**src/rtl/serv_trap_seq_pkg.sv**
```systemverilog
`default_nettype none
// ============================================================================
// Module   : serv_trap_seq_pkg
// Purpose  : Shared state encodings, trap cause codes and CSR select/source
//            codes for the trap/CSR sequencer.
// Revision : 1.0 - initial release
// ============================================================================
package serv_trap_seq_pkg;

    typedef enum logic [1:0] {
        ST_IDLE = 2'd0,
        ST_EXEC = 2'd1,
        ST_TRAP = 2'd2
    } state_t;

    localparam logic [3:0] c_cause_misalign_jmp = 4'd0;
    localparam logic [3:0] c_cause_ebreak       = 4'd3;
    localparam logic [3:0] c_cause_misalign_ld  = 4'd4;
    localparam logic [3:0] c_cause_misalign_st  = 4'd6;
    localparam logic [3:0] c_cause_timer        = 4'd7;
    localparam logic [3:0] c_cause_ecall        = 4'd11;

    localparam logic [2:0] c_csr_sel_mscratch = 3'd0;
    localparam logic [2:0] c_csr_sel_mtvec    = 3'd1;
    localparam logic [2:0] c_csr_sel_mepc     = 3'd2;
    localparam logic [2:0] c_csr_sel_mtval    = 3'd3;
    localparam logic [2:0] c_csr_sel_mcause   = 3'd4;
    localparam logic [2:0] c_csr_sel_mstatus  = 3'd5;

    localparam logic [1:0] c_csr_source_csr = 2'd0;
    localparam logic [1:0] c_csr_source_ext = 2'd1;
    localparam logic [1:0] c_csr_source_set = 2'd2;
    localparam logic [1:0] c_csr_source_clr = 2'd3;

    // Highest-priority cause wins; timer interrupt outranks all exceptions.
    function automatic logic [3:0] f_trap_cause(
        input logic timer,
        input logic ebreak,
        input logic ecall,
        input logic mis_jmp,
        input logic mis_ld,
        input logic mis_st
    );
        logic [3:0] cause;
        cause = c_cause_misalign_st;
        if (timer)        cause = c_cause_timer;
        else if (ebreak)  cause = c_cause_ebreak;
        else if (ecall)   cause = c_cause_ecall;
        else if (mis_jmp) cause = c_cause_misalign_jmp;
        else if (mis_ld)  cause = c_cause_misalign_ld;
        else if (mis_st)  cause = c_cause_misalign_st;
        return cause;
    endfunction

endpackage
`default_nettype wire

```
**src/rtl/serv_trap_seq_if.sv**
```systemverilog
`default_nettype none
// ============================================================================
// Module   : serv_trap_seq_if
// Purpose  : Issue/exception/CSR signal bundle between decode and sequencer.
// Revision : 1.0 - initial release
// ============================================================================
interface serv_trap_seq_if;
    logic       i_start;
    logic       i_csr_op;
    logic [2:0] i_csr_sel;
    logic [1:0] i_csr_source;
    logic       i_ecall;
    logic       i_ebreak;
    logic       i_misalign_jmp;
    logic       i_misalign_ld;
    logic       i_misalign_st;
    logic       i_mtip;
    logic       i_timer_irq_en;
    logic       i_pc;
    logic       i_addr;
    logic [4:0] o_cnt;
    logic       o_csr_en;
    logic       o_trap;
    logic [3:0] o_mcause;
    logic       o_mtval;
    logic [2:0] o_csr_sel;
    logic [1:0] o_csr_source;
    logic       o_busy;
    logic       o_done;
    logic       o_jmp_mtvec;

    modport master (
        output i_start, i_csr_op, i_csr_sel, i_csr_source,
        output i_ecall, i_ebreak, i_misalign_jmp, i_misalign_ld, i_misalign_st,
        output i_mtip, i_timer_irq_en, i_pc, i_addr,
        input  o_cnt, o_csr_en, o_trap, o_mcause, o_mtval,
        input  o_csr_sel, o_csr_source, o_busy, o_done, o_jmp_mtvec
    );

    modport slave (
        input  i_start, i_csr_op, i_csr_sel, i_csr_source,
        input  i_ecall, i_ebreak, i_misalign_jmp, i_misalign_ld, i_misalign_st,
        input  i_mtip, i_timer_irq_en, i_pc, i_addr,
        output o_cnt, o_csr_en, o_trap, o_mcause, o_mtval,
        output o_csr_sel, o_csr_source, o_busy, o_done, o_jmp_mtvec
    );
endinterface
`default_nettype wire

```
**src/rtl/serv_bitcnt.sv**
```systemverilog
`default_nettype none
// ============================================================================
// Module   : serv_bitcnt
// Purpose  : Free-wrapping serial bit counter with all-ones wrap flag.
// Revision : 1.0 - initial release
// ============================================================================
module serv_bitcnt #(
    parameter int WIDTH = 5
) (
    input  wire logic             i_clk,
    input  wire logic             i_rst,
    input  wire logic             i_en,
    output logic      [WIDTH-1:0] o_cnt,
    output logic                  o_wrap
);
    logic [WIDTH-1:0] r_cnt;

    always_ff @(posedge i_clk) begin
        if (i_rst)
            r_cnt <= '0;
        else if (i_en)
            r_cnt <= r_cnt + 1'b1;
    end

    assign o_cnt  = r_cnt;
    assign o_wrap = &r_cnt;
endmodule
`default_nettype wire

```
**src/rtl/serv_trap_seq.sv**
```systemverilog
`default_nettype none
// ============================================================================
// Module   : serv_trap_seq
// Purpose  : 32-cycle serial EXEC/TRAP sequencer with cause and mtval steering.
// Revision : 1.0 - initial release
// ============================================================================
module serv_trap_seq
    import serv_trap_seq_pkg::*;
(
    input  wire logic     i_clk,
    input  wire logic     i_rst,
    serv_trap_seq_if.slave bus
);
    state_t     r_state;
    state_t     w_next;
    logic [3:0] r_mcause;
    logic       r_csr_op;
    logic [2:0] r_csr_sel;
    logic [1:0] r_csr_source;
    logic       w_timer;
    logic       w_trap_cond;
    logic       w_accept;
    logic       w_wrap;
    logic       w_mtval;

    assign w_timer     = bus.i_mtip & bus.i_timer_irq_en;
    assign w_trap_cond = w_timer | bus.i_ecall | bus.i_ebreak |
                         bus.i_misalign_jmp | bus.i_misalign_ld | bus.i_misalign_st;
    // Issue is only honoured from IDLE; a start while busy changes nothing.
    assign w_accept    = (r_state == ST_IDLE) & bus.i_start;

    always_ff @(posedge i_clk) begin
        if (i_rst) begin
            r_state      <= ST_IDLE;
            r_mcause     <= 4'd0;
            r_csr_op     <= 1'b0;
            r_csr_sel    <= 3'd0;
            r_csr_source <= 2'd0;
        end else begin
            r_state <= w_next;
            if (w_accept) begin
                r_csr_op     <= bus.i_csr_op;
                r_csr_sel    <= bus.i_csr_sel;
                r_csr_source <= bus.i_csr_source;
                if (w_trap_cond)
                    r_mcause <= f_trap_cause(w_timer, bus.i_ebreak, bus.i_ecall,
                                             bus.i_misalign_jmp, bus.i_misalign_ld,
                                             bus.i_misalign_st);
            end
        end
    end

    always_comb begin
        w_next = r_state;
        case (r_state)
            ST_IDLE: if (bus.i_start) w_next = w_trap_cond ? ST_TRAP : ST_EXEC;
            ST_EXEC: if (w_wrap) w_next = ST_IDLE;
            ST_TRAP: if (w_wrap) w_next = ST_IDLE;
            default: w_next = ST_IDLE;
        endcase
    end

    serv_bitcnt #(.WIDTH(5)) u_bitcnt (
        .i_clk  (i_clk),
        .i_rst  (i_rst),
        .i_en   (r_state != ST_IDLE),
        .o_cnt  (bus.o_cnt),
        .o_wrap (w_wrap)
    );

    // mtval carries the faulting address for misalignment, the PC for ebreak.
    always_comb begin
        w_mtval = 1'b0;
        if (r_state == ST_TRAP) begin
            case (r_mcause)
                c_cause_misalign_jmp,
                c_cause_misalign_ld,
                c_cause_misalign_st: w_mtval = bus.i_addr;
                c_cause_ebreak:      w_mtval = bus.i_pc;
                default:             w_mtval = 1'b0;
            endcase
        end
    end

    assign bus.o_busy       = (r_state != ST_IDLE);
    assign bus.o_trap       = (r_state == ST_TRAP);
    assign bus.o_csr_en     = ((r_state == ST_EXEC) & r_csr_op) | (r_state == ST_TRAP);
    assign bus.o_csr_sel    = (r_state == ST_EXEC) ? r_csr_sel : 3'd0;
    assign bus.o_csr_source = (r_state == ST_EXEC) ? r_csr_source : 2'd0;
    assign bus.o_mcause     = r_mcause;
    assign bus.o_mtval      = w_mtval;
    assign bus.o_done       = (r_state != ST_IDLE) & w_wrap;
    assign bus.o_jmp_mtvec  = (r_state == ST_TRAP) & w_wrap;
endmodule
`default_nettype wire

```
**src/flat_wrapper.sv**
```systemverilog
// flat-port wrapper written by rule: the top's interface ports become plain ports
module serv_trap_seq_flat import serv_trap_seq_pkg::*;
  (i_clk, i_rst, bus_i_start, bus_i_csr_op, bus_i_csr_sel, bus_i_csr_source, bus_i_ecall, bus_i_ebreak, bus_i_misalign_jmp, bus_i_misalign_ld, bus_i_misalign_st, bus_i_mtip, bus_i_timer_irq_en, bus_i_pc, bus_i_addr, bus_o_cnt, bus_o_csr_en, bus_o_trap, bus_o_mcause, bus_o_mtval, bus_o_csr_sel, bus_o_csr_source, bus_o_busy, bus_o_done, bus_o_jmp_mtvec);
  serv_trap_seq_if bus_i ();
  input  wire logic i_clk;
  input  wire logic i_rst;
  input wire logic [$bits(bus_i.i_start)-1:0] bus_i_start;
  input wire logic [$bits(bus_i.i_csr_op)-1:0] bus_i_csr_op;
  input wire logic [$bits(bus_i.i_csr_sel)-1:0] bus_i_csr_sel;
  input wire logic [$bits(bus_i.i_csr_source)-1:0] bus_i_csr_source;
  input wire logic [$bits(bus_i.i_ecall)-1:0] bus_i_ecall;
  input wire logic [$bits(bus_i.i_ebreak)-1:0] bus_i_ebreak;
  input wire logic [$bits(bus_i.i_misalign_jmp)-1:0] bus_i_misalign_jmp;
  input wire logic [$bits(bus_i.i_misalign_ld)-1:0] bus_i_misalign_ld;
  input wire logic [$bits(bus_i.i_misalign_st)-1:0] bus_i_misalign_st;
  input wire logic [$bits(bus_i.i_mtip)-1:0] bus_i_mtip;
  input wire logic [$bits(bus_i.i_timer_irq_en)-1:0] bus_i_timer_irq_en;
  input wire logic [$bits(bus_i.i_pc)-1:0] bus_i_pc;
  input wire logic [$bits(bus_i.i_addr)-1:0] bus_i_addr;
  output wire logic [$bits(bus_i.o_cnt)-1:0] bus_o_cnt;
  output wire logic [$bits(bus_i.o_csr_en)-1:0] bus_o_csr_en;
  output wire logic [$bits(bus_i.o_trap)-1:0] bus_o_trap;
  output wire logic [$bits(bus_i.o_mcause)-1:0] bus_o_mcause;
  output wire logic [$bits(bus_i.o_mtval)-1:0] bus_o_mtval;
  output wire logic [$bits(bus_i.o_csr_sel)-1:0] bus_o_csr_sel;
  output wire logic [$bits(bus_i.o_csr_source)-1:0] bus_o_csr_source;
  output wire logic [$bits(bus_i.o_busy)-1:0] bus_o_busy;
  output wire logic [$bits(bus_i.o_done)-1:0] bus_o_done;
  output wire logic [$bits(bus_i.o_jmp_mtvec)-1:0] bus_o_jmp_mtvec;
  assign bus_i.i_start = bus_i_start;
  assign bus_i.i_csr_op = bus_i_csr_op;
  assign bus_i.i_csr_sel = bus_i_csr_sel;
  assign bus_i.i_csr_source = bus_i_csr_source;
  assign bus_i.i_ecall = bus_i_ecall;
  assign bus_i.i_ebreak = bus_i_ebreak;
  assign bus_i.i_misalign_jmp = bus_i_misalign_jmp;
  assign bus_i.i_misalign_ld = bus_i_misalign_ld;
  assign bus_i.i_misalign_st = bus_i_misalign_st;
  assign bus_i.i_mtip = bus_i_mtip;
  assign bus_i.i_timer_irq_en = bus_i_timer_irq_en;
  assign bus_i.i_pc = bus_i_pc;
  assign bus_i.i_addr = bus_i_addr;
  assign bus_o_cnt = bus_i.o_cnt;
  assign bus_o_csr_en = bus_i.o_csr_en;
  assign bus_o_trap = bus_i.o_trap;
  assign bus_o_mcause = bus_i.o_mcause;
  assign bus_o_mtval = bus_i.o_mtval;
  assign bus_o_csr_sel = bus_i.o_csr_sel;
  assign bus_o_csr_source = bus_i.o_csr_source;
  assign bus_o_busy = bus_i.o_busy;
  assign bus_o_done = bus_i.o_done;
  assign bus_o_jmp_mtvec = bus_i.o_jmp_mtvec;
  serv_trap_seq u_core (.i_clk(i_clk), .i_rst(i_rst), .bus(bus_i));
endmodule
```
**config.mk**
```make
export PLATFORM = sky130hd
export DESIGN_NAME = serv_trap_seq_flat
export DESIGN_NICKNAME = d
export VERILOG_FILES = /design/src/rtl/serv_trap_seq_pkg.sv /design/src/rtl/serv_trap_seq_if.sv /design/src/rtl/serv_bitcnt.sv /design/src/rtl/serv_trap_seq.sv /design/src/flat_wrapper.sv
export SDC_FILE = /design/constraint.sdc
export NUM_CORES = 1
export LEC_CHECK = 0
export CORE_MARGIN = 5
export CORE_UTILIZATION = 37
export DETAILED_ROUTE_END_ITERATION = 8
export GPL_ROUTABILITY_DRIVEN = 0
export PLACE_DENSITY = 0.83
export SKIP_LAST_GASP = 1
export SYNTH_ARGS = -nofsm -noshare
export SYNTH_HDL_FRONTEND = slang
export SYNTH_HIERARCHICAL = 1
export SYNTH_SLANG_ARGS = --single-unit
```
**constraint.sdc**
```tcl
create_clock -name i_clk -period 1.39 [get_ports i_clk]
set_input_delay 0.278 -clock i_clk [delete_from_list [all_inputs] [get_ports i_clk]]
set_output_delay 0.278 -clock i_clk [all_outputs]
set_load 0.005 [all_outputs]
```
==> After elaboration in Yosys (flattened, before gate mapping) <==
Index checks and enable logic that the tools add are counted.
{ "word_totals": {"ff_bits": 17, "input_bits": 18, "output_inout_bits": 20} }
{ "op_classes": {"add_sub_neg": 1, "eq_ne": 7, "n_mux": 13, "n_bitwise": 11, "reduce_logical": 8} }
{ "ops": {"columns": ["operator", "count"], "rows": [
  ["$mux 4", 4],
  ["$mux 2", 5],
  ["$eq 4x3->1 const B", 2],
  ["$or 1x1->1", 6],
  ["$add 5x1->5 const B", 1],
  ["$and 1x1->1", 5],
  ["$reduce_and 5->1", 1],
  ["$eq 4x2->1 const B", 1],
  ["$logic_not 4->1", 1],
  ["$pmux 2 s2", 1],
  ["$reduce_and 2->1", 2],
  ["$mux 3", 1],
  ["$reduce_or 3->1", 1],
  ["$eq 2x1->1 const B", 1],
  ["$eq 2x2->1 const B", 1],
  ["$logic_not 2->1", 1],
  ["$ne 2x1->1 const B", 1],
  ["$ne 2x2->1 const B", 1],
  ["$pmux 1 s2", 1],
  ["$reduce_bool 2->1", 1],
  ["$reduce_or 2->1", 1],
  ["$mux 1", 1]
]} }

==> Depth between registers and ports, before layout <==
Gate-level depths: netlist of run 1.
{ "depth": {"word_depth": 9, "mapped_depth": 6, "ltp_nobuf": 6} }

==> Cells and area by module <==
The synthesis of run 1 kept the hierarchy.
{ "by_module_without_submodules": {"columns": ["module", "n_inst", "cells_per_inst", "area_per_inst_um2"], "rows": [
  ["serv_trap_seq", 1, 81, 639.4],
  ["serv_bitcnt", 1, 22, 251.5]
]} }

==> Worst setup path after synthesis of run 1 <==
OpenSTA, ideal clock, no wires.
{ "synth_path": {"path_kind": "reg2reg", "from": "register u_core.u_bitcnt.r_cnt[0], in the netlist u_core/u_bitcnt/o_cnt[0]", "to": "register u_core.r_state[0]", "setup_time_ps": 132, "arrival_ps": 1290, "slack_ps": -32, "stages_incl_launch_ff": 7, "path_buffers": 0, "cell_sequence": "dfxtp_1 ha_1 and3_1 ha_1 nor2b_1 nand4b_1 a21oi_1"} }
{ "synth_via": {"elab_chain_len": 3} }
{ "synth_rtl": {"columns": ["element", "line", "text"], "rows": [
  ["start: declaration", "serv_bitcnt.sv:16", "logic [WIDTH-1:0] r_cnt;"],
  ["start signal: assignment", "serv_bitcnt.sv:22", "r_cnt <= r_cnt + 1'b1;"],
  ["$reduce_and 5->1", "serv_bitcnt.sv:26", "assign o_wrap = &r_cnt;"],
  ["via u_core.w_wrap", "serv_trap_seq.sv:23", "logic w_wrap;"],
  ["$ne 2x1->1 (no line)", null, null],
  ["$reduce_and 2->1 (no line)", null, null],
  ["end signal: assignment", "serv_trap_seq.sv:40", "r_state <= w_next;"],
  ["end: declaration", "serv_trap_seq.sv:14", "state_t r_state;"]
]} }
The timed path passes the listed nets, and every way through them passes these cells.
A chain may end at the register's enable or synchronous reset.

==> Final worst setup path of run 1 <==
{ "layout_path": {"from": "register u_core.u_bitcnt.r_cnt[1], in the netlist u_core/u_bitcnt/o_cnt[1]", "to": "output port bus_o_jmp_mtvec"} }
{ "layout_via": {"elab_chain_len": 2} }
{ "layout_rtl": {"columns": ["element", "line", "text"], "rows": [
  ["$reduce_and 5->1", "serv_bitcnt.sv:26", null],
  ["via u_core.w_wrap", "serv_trap_seq.sv:23", null],
  ["$and 1x1->1", "serv_trap_seq.sv:93", "assign bus.o_jmp_mtvec = (r_state == ST_TRAP) & w_wrap;"],
  ["end: declaration", "flat_wrapper.sv:29", "output wire logic [$bits(bus_i.o_jmp_mtvec)-1:0] bus_o_jmp_mtvec;"]
]} }
The timed path passes the listed nets, and every way through them passes these cells.

==> results.md, run 1 <==
- Status: complete, but fails checks
- Failing checks: negative setup slack
- Routed vias: 982
- Share of cells above drive strength 1: 44.24%
- Synthesized netlist cell count: 103
- Die X: 59.07 um
- Worst slew margin: 75.22%
- Worst slew pin tran: 371.0 ps
- # DRC: 0
- IO Port Bufs: 37
- Grt ovf: 0
- Initial antenna violation count: 0
- GR peak layer: met2
- H-tree depth: 1
- CP Data Required Time: 1110 ps
- I/O pin total: 38
- CTS tree: built
- Pins Over Slew Limit: 0
- Core ar.: 0.002255 mm^2
- Die Y: 59.07 um
- Pre-antenna DRT Iters: 4
- Initial core utilization: 39.51%
- MaxCap Viol Count: 0
- DRT iter0 DRCs: 32
- Type of the tightest min-delay check: reg2reg
- Placed inst area: 0.001424 mm^2
- Tcrit/Tclk final: 117.2%
- Fin nets: 189
- Gr usage total: 17.17%
- Fin cells: 193
- YS warnings: 6
- Seq/Total Area, Yosys: 38.20%
- Fin crit period: 1630 ps
- CP Max Fanout: 3
- CTS Sinks: 17
- R2R depth: 7
- Worst-case clock buffer depth: 2
- Synthesized cell area: 890.9 um^2
- Row count: 17
- Hold path startpoint: u_core/r_csr_sel[2]
- Final antenna-violating net count: 0
- Met2 Use GR: 32.97%
- Mean Syn Cell Area: 8.649 um^2
- Fin area: 0.001590 mm^2
- Pin count of the biggest net entering global routing: 17
- WL final: 2.856 mm
- Clock Latency Late Sink: 290 ps
- Hold_ws: 463.3 ps
- Peak supply drop: 0.0005373 V
- R2R Path Start: u_core/u_bitcnt/o_cnt[0]
- Pre-CTS worst setup slack: -540.7 ps
- Data arrival time of the critical path: 1350 ps
- Vias in the first global route: 1011
- Power Total: 0.001138 W
- Final setup viols: 12
- Final hold vios: 0
- Met3 Use GR: 3.704%
- Diode count: 0
- Drt wl/cell: 14.80 um
- Flops & latches, synth: 17
- Die area: 0.003489 mm^2
- Crit path setup slack, layout: -239.7 ps
- Root Driver: clkbuf_4
- Area delta synth->final: 78.51%
- Synth cell types: 35
- Setup crit end kind: output port
- Async SR Flop Fraction: 0%
- RSZ-0062 raised after global routing: true
- TritonCTS Buffers: 3
- Placed wire-length estimate: 2.098 mm
- Max Clock Skew: 4.538 ps
- Leak: 0.7167 nW
- Placed cell count: 183
- Detail-routed via count per cell: 5.088
- Max Freq: 0.6136 GHz
- Power Density: 715.8 mW/mm^2
- Grt met1 use: 18.15%
- Synthesized Nets: 126
- Number of synthesized flops with an enable pin: 0
- Crit path kind: reg2out
- Hold Crit Depth: 2
- Ys flop type: dfxtp_1
- Crit path from: u_core/u_bitcnt/o_cnt[1]
- First-pass GRT wire length: 4.560 mm
- Worst setup SP type: flop
- Clock slew at reported path FFs: 110 ps
-- registers in the layout, indices dropped and copies added, names as in the netlist --
| signal | flops |
|---|---|
| u_core/r_state | 2 |
| u_core/r_csr_sel | 3 |
| u_core/bus.o_mcause | 4 |
| u_core/r_csr_op | 1 |
| u_core/u_bitcnt/o_cnt | 5 |
| u_core/r_csr_source | 2 |
-- final timing paths --
path | to | slack [ps]
worst max-delay path | bus_o_jmp_mtvec | -240
worst min-delay path | u_core/r_csr_sel[2] | 460
worst max register to register | u_core/r_state[1] | -40
worst min register to register | u_core/r_csr_sel[2] | 460
-- cells by family after synthesis --
logic type                 share of synthesized area (%)
and+or+nand+nor                                    27.53
AOI/OAI and AO/OA                                  17.70
DFF                                                38.20
buffers and inverters                              4.635
adders and majority gates                          7.022
muxes                                              3.932
xor gates and xnor gates                          0.9833
-- layer usage --
layer,up-vias,part of all wire [%]
li1,479,-
met2,52,54
met5,-,0
met4,0,1.5
met3,4,6.9
met1,447,38
-- stage by stage --
stage / setup TNS (ps) / utilization, %
CTS: -2064 / 67.87
global placement: -2782 / 63.15
global route: -1915 / 70.53
floorplan: -2.930 / -
finish: -1293 / 70.53
detailed placement: -3358 / 63.15
-- cell usage in the layout, fill, tap and decap left out, types with 2 or more instances in the layout --
cell type,instances
buf_4,21
o21ai_0,3
dlygate4sd2_1,8
mux2i_1,2
nor2b_4,2
inv_4,2
nor2b_1,2
buf_6,7
dfxtp_1,7
nand2b_1,2
a31oi_1,2
nand2_1,14
nor2_1,7
dfxtp_2,9
ha_4,5
clkbuf_4,3
a21oi_1,10
clkbuf_2,2
clkdlybuf4s50_1,17
and2_4,6
inv_1,3
o21ai_1,2
buf_2,5
-- final cells by class --
cell class	count	area (um^2)
Sequential cell	17	355.3
Tap cell	28	35.03
Multi-Input combinational cell	78	616.8
Timing Repair Buffer	61	531.8
Clock inverter	1	5.005
Fill cell	182	664.4
Clock buffer	3	22.52
Inverter	5	23.77
-- timing repair --
item,CTS,global route
pin swaps,8,10
endpoints found under the setup margin,30,22
gates resized for setup,79,20
hold buffers,0,0
buffers inserted,5,2
-- power breakdown --
part           switching (W)  total [W]  internal [W]
clock network       0.000165   0.000272      0.000107
registers          0.0000248   0.000545      0.000520
logic               0.000139   0.000321      0.000182
-- synthesized netlist by cell type, types with 2 or more instances --
master / instances / share of area, %
a21oi_1: 11 / 6.2
a31oi_1: 2 / 1.4
and2_1: 7 / 4.9
dfxtp_1: 17 / 38
ha_1: 5 / 7.0
inv_1: 5 / 2.1
mux2i_1: 2 / 2.2
nand2_1: 14 / 5.9
nand2b_1: 2 / 1.4
nor2_1: 7 / 2.9
nor2b_1: 4 / 2.8
o21ai_0: 3 / 1.7
o21ai_1: 2 / 1.1
-- critical path: stages, from the launching register on --
cell and delay (ps):
dfxtp_2 350, ha_4 150, and3_4 150, ha_4 160, and2_4 140, buf_6 110
Note: power is estimated with default switching activity, not from simulation.
==> inputs of run 2 (changes only) <==
--- a/config.mk
+++ b/config.mk
@@ -5,6 +5,7 @@
 export SDC_FILE = /design/constraint.sdc
 export NUM_CORES = 1
 export LEC_CHECK = 0
+export CAP_MARGIN = 5
 export CORE_MARGIN = 5
 export CORE_UTILIZATION = 37
 export DETAILED_ROUTE_END_ITERATION = 8
==> results of run 2 <==
The final DEF is identical to that of run 1; final timing and power are the same.
==> inputs of run 3 (changes only) <==
==> constraint.sdc (replaced) <==
create_clock -name i_clk -period 1.39 [get_ports i_clk]
set_input_delay 0.278 -clock i_clk [delete_from_list [all_inputs] [get_ports i_clk]]
set_output_delay 0.278 -clock i_clk [all_outputs]
set_load 0.02 [all_outputs]
==> run 3 against run 2 <==
Net effect: the flow still finishes with violations (negative setup slack); sequential share of layout area fell by 0.95 points; sequential power barely moved; clock-buffer cell count did not move; worst hold slack got worse by 5.0 ps; maximum frequency barely moved; die area did not move; clock skew rose by 3.5 ps; register-to-register slack got worse by 170 ps; power rose by 5.1%; critical path depth did not move; largest cell class unchanged.
==> results.md, run 3 (synthesized netlist as in run 1, its figures left out) <==
- Fin nets: 189 (unchanged)
- Crit path kind: reg2out
- Routed vias: 971 (-1.1%)
- Clock Latency Late Sink: 290 ps (about the same)
- DRT iter0 DRCs: 5 (-84%)
- Crit-path most repeated cell: ha_4
- Clock slew at reported path FFs: 100 ps (about the same)
- Final antenna-violating net count: 0 (unchanged)
- Placed inst area: 0.001439 mm^2 (+1.1%)
- Drt wl/cell: 14.49 um (-2.1%)
- Worst setup SP type: flop
- Grt ovf: 0 (unchanged)
- IO Port Bufs: 37 (unchanged)
- Root Driver: clkbuf_4
- Top Family by Delay on Critical Path: flip-flops
- Max Clock Skew: 7.999 ps (+3.461 ps)
- Critical path's slowest cell: dfxtp_2
- Initial antenna violation count: 0 (unchanged)
- WL final: 2.796 mm (-2.1%)
- Core ar.: 0.002255 mm^2 (unchanged)
- Share of cells above drive strength 1: 47.88% (+3.6 points)
- Row count: 17 (unchanged)
- Grt met1 use: 15.40% (-2.7 points)
- RSZ-0062 raised after global routing: true
- Worst slew margin: 84.20% (+9.0 points)
- Max reg flops: 5 (unchanged)
- Hold Crit Depth: 2 (unchanged)
- Area delta synth->final: 87.08%
- Setup crit end kind: output port
- Status: complete, but fails checks
- Pre-CTS worst setup slack: -661.6 ps (-120.9 ps)
- Die area: 0.003489 mm^2 (unchanged)
- GR peak layer: met2
- Final setup viols: 13 (+1)
- Peak supply drop: 0.0006848 V (+27%)
- I/O pin total: 38 (unchanged)
- Data arrival time of the critical path: 1350 ps (about the same)
- CTS tree: built
- Hold Buf Count CTS: 0 (unchanged)
- Worst-case clock buffer depth: 2 (unchanged)
- Core Util, Final: 73.92% (+3.4 points)
- Failing checks: negative setup slack
- Tcrit/Tclk final: 117.2% (about the same)
- Vias in the first global route: 1004 (-0.69%)
- Pin count of the biggest net entering global routing: 11 (-6)
- Leak: 0.7131 nW (-0.50%)
- Crit path setup slack, layout: -238.6 ps (+1.128 ps)
- CTS Sinks: 17 (unchanged)
- TritonCTS Buffers: 3 (unchanged)
- Pre-antenna DRT Iters: 4 (unchanged)
- Placed wire-length estimate: 2.157 mm (+2.8%)
- Diode count: 0 (unchanged)
- Gr usage total: 16.18% (-0.99 points)
- Met3 Use GR: 3.268% (-0.44 points)
- R2R depth: 9 (+2)
- CP max stage delay: 350 ps (about the same)
- Critical path depth: 5 (unchanged)
- Buf+Inv Stages, Crit Path: 1 (unchanged)
- Power Density: 718.0 mW/mm^2 (+0.30%)
- Met2 Use GR: 33.12% (+0.16 points)
- Max Freq: 0.6140 GHz (about the same)
- Die Y: 59.07 um (unchanged)
- Worst slew pin tran: 236.6 ps (-134.4 ps)
- CP Max Fanout: 3 (unchanged)
- CP Cell Sequence: ha_4 -> and3_4 -> ha_4 -> and2_4 -> buf_6
- Initial core utilization: 39.51% (unchanged)
- Most frequent cells in the layout: buf_4, clkdlybuf4s50_1, buf_6
- Pins Over Slew Limit: 0 (unchanged)
- Setup TNS: -1532 ps (-238.4 ps)
- Detail-routed via count per cell: 5.031 (-1.1%)
- Die X: 59.07 um (unchanged)
- MaxCap Viol Count: 0 (unchanged)
- CP Data Required Time: 1110 ps (about the same)
- Final hold vios: 0 (unchanged)
- Fin crit period: 1629 ps (-1.128 ps)
- Leading cell type in the layout, fill and taps excluded: buf_4
- # DRC: 0 (unchanged)
- Fin area: 0.001667 mm^2 (+4.8%)
- First-pass GRT wire length: 4.347 mm (-4.7%)
- Type of the tightest min-delay check: reg2reg
- H-tree depth: 1 (unchanged)
[run 3: layout make-up]
type / count / area [um^2]
multi-input cells: 78 / 644.4
fillers: 181 / 588.1
clock buffers: 3 / 22.52
clock inverters: 1 / 5.005
repair buffers: 61 / 579.3
flip-flops and latches: 17 / 356.6
well taps: 28 / 35.03
inverters: 5 / 23.77
[run 3: timing repair]
action	4_1_cts	5_1_grt
hold endpoints to repair	0	0
resized for setup	101	33
pin swaps	11	11
setup buffers	3	3
setup endpoints to repair	31	24
[run 3: through the flow]
stage	hold WS, ps	power (W)	instances
2_1_floorplan	343.0	0.0007022	103
3_3_place_gp	433.0	0.0008698	184
3_5_place_dp	437.8	0.0008860	184
4_1_cts	451.7	0.001163	191
5_1_grt	481.0	0.001249	193
6_report	458.3	0.001197	193
[run 3: path summary, 6_finish.rpt]
check | start | end | slack [ps]
hold reg to reg | u_core/r_csr_source[1] | u_core/r_csr_source[1] | 460
setup / recovery | u_core/u_bitcnt/o_cnt[0] | bus_o_jmp_mtvec | -240
hold / removal | u_core/r_csr_source[1] | u_core/r_csr_source[1] | 460
setup reg to reg | u_core/u_bitcnt/o_cnt[0] | u_core/r_state[0] | -210
[run 3: worst reg2reg max path: stages, from the launching register on]
cell      delay, ps
dfxtp_2         350
ha_4            160
and3_4          150
ha_4            160
buf_4           130
buf_6           100
buf_6           100
nor2b_4         140
nand4b_1        140
a21oi_1          80
[run 3: power breakdown]
| part | internal [W] | switching, W |
|---|---|---|
| clock network | 0.000107 | 0.000159 |
| registers | 0.000518 | 0.0000267 |
| logic | 0.000207 | 0.000179 |
[run 3: per-layer routing]
metal	wire, um	vias to the layer above
met5	0	-
met4	23	0
met3	167	4
met2	1530	28
met1	1076	457
li1	-	482
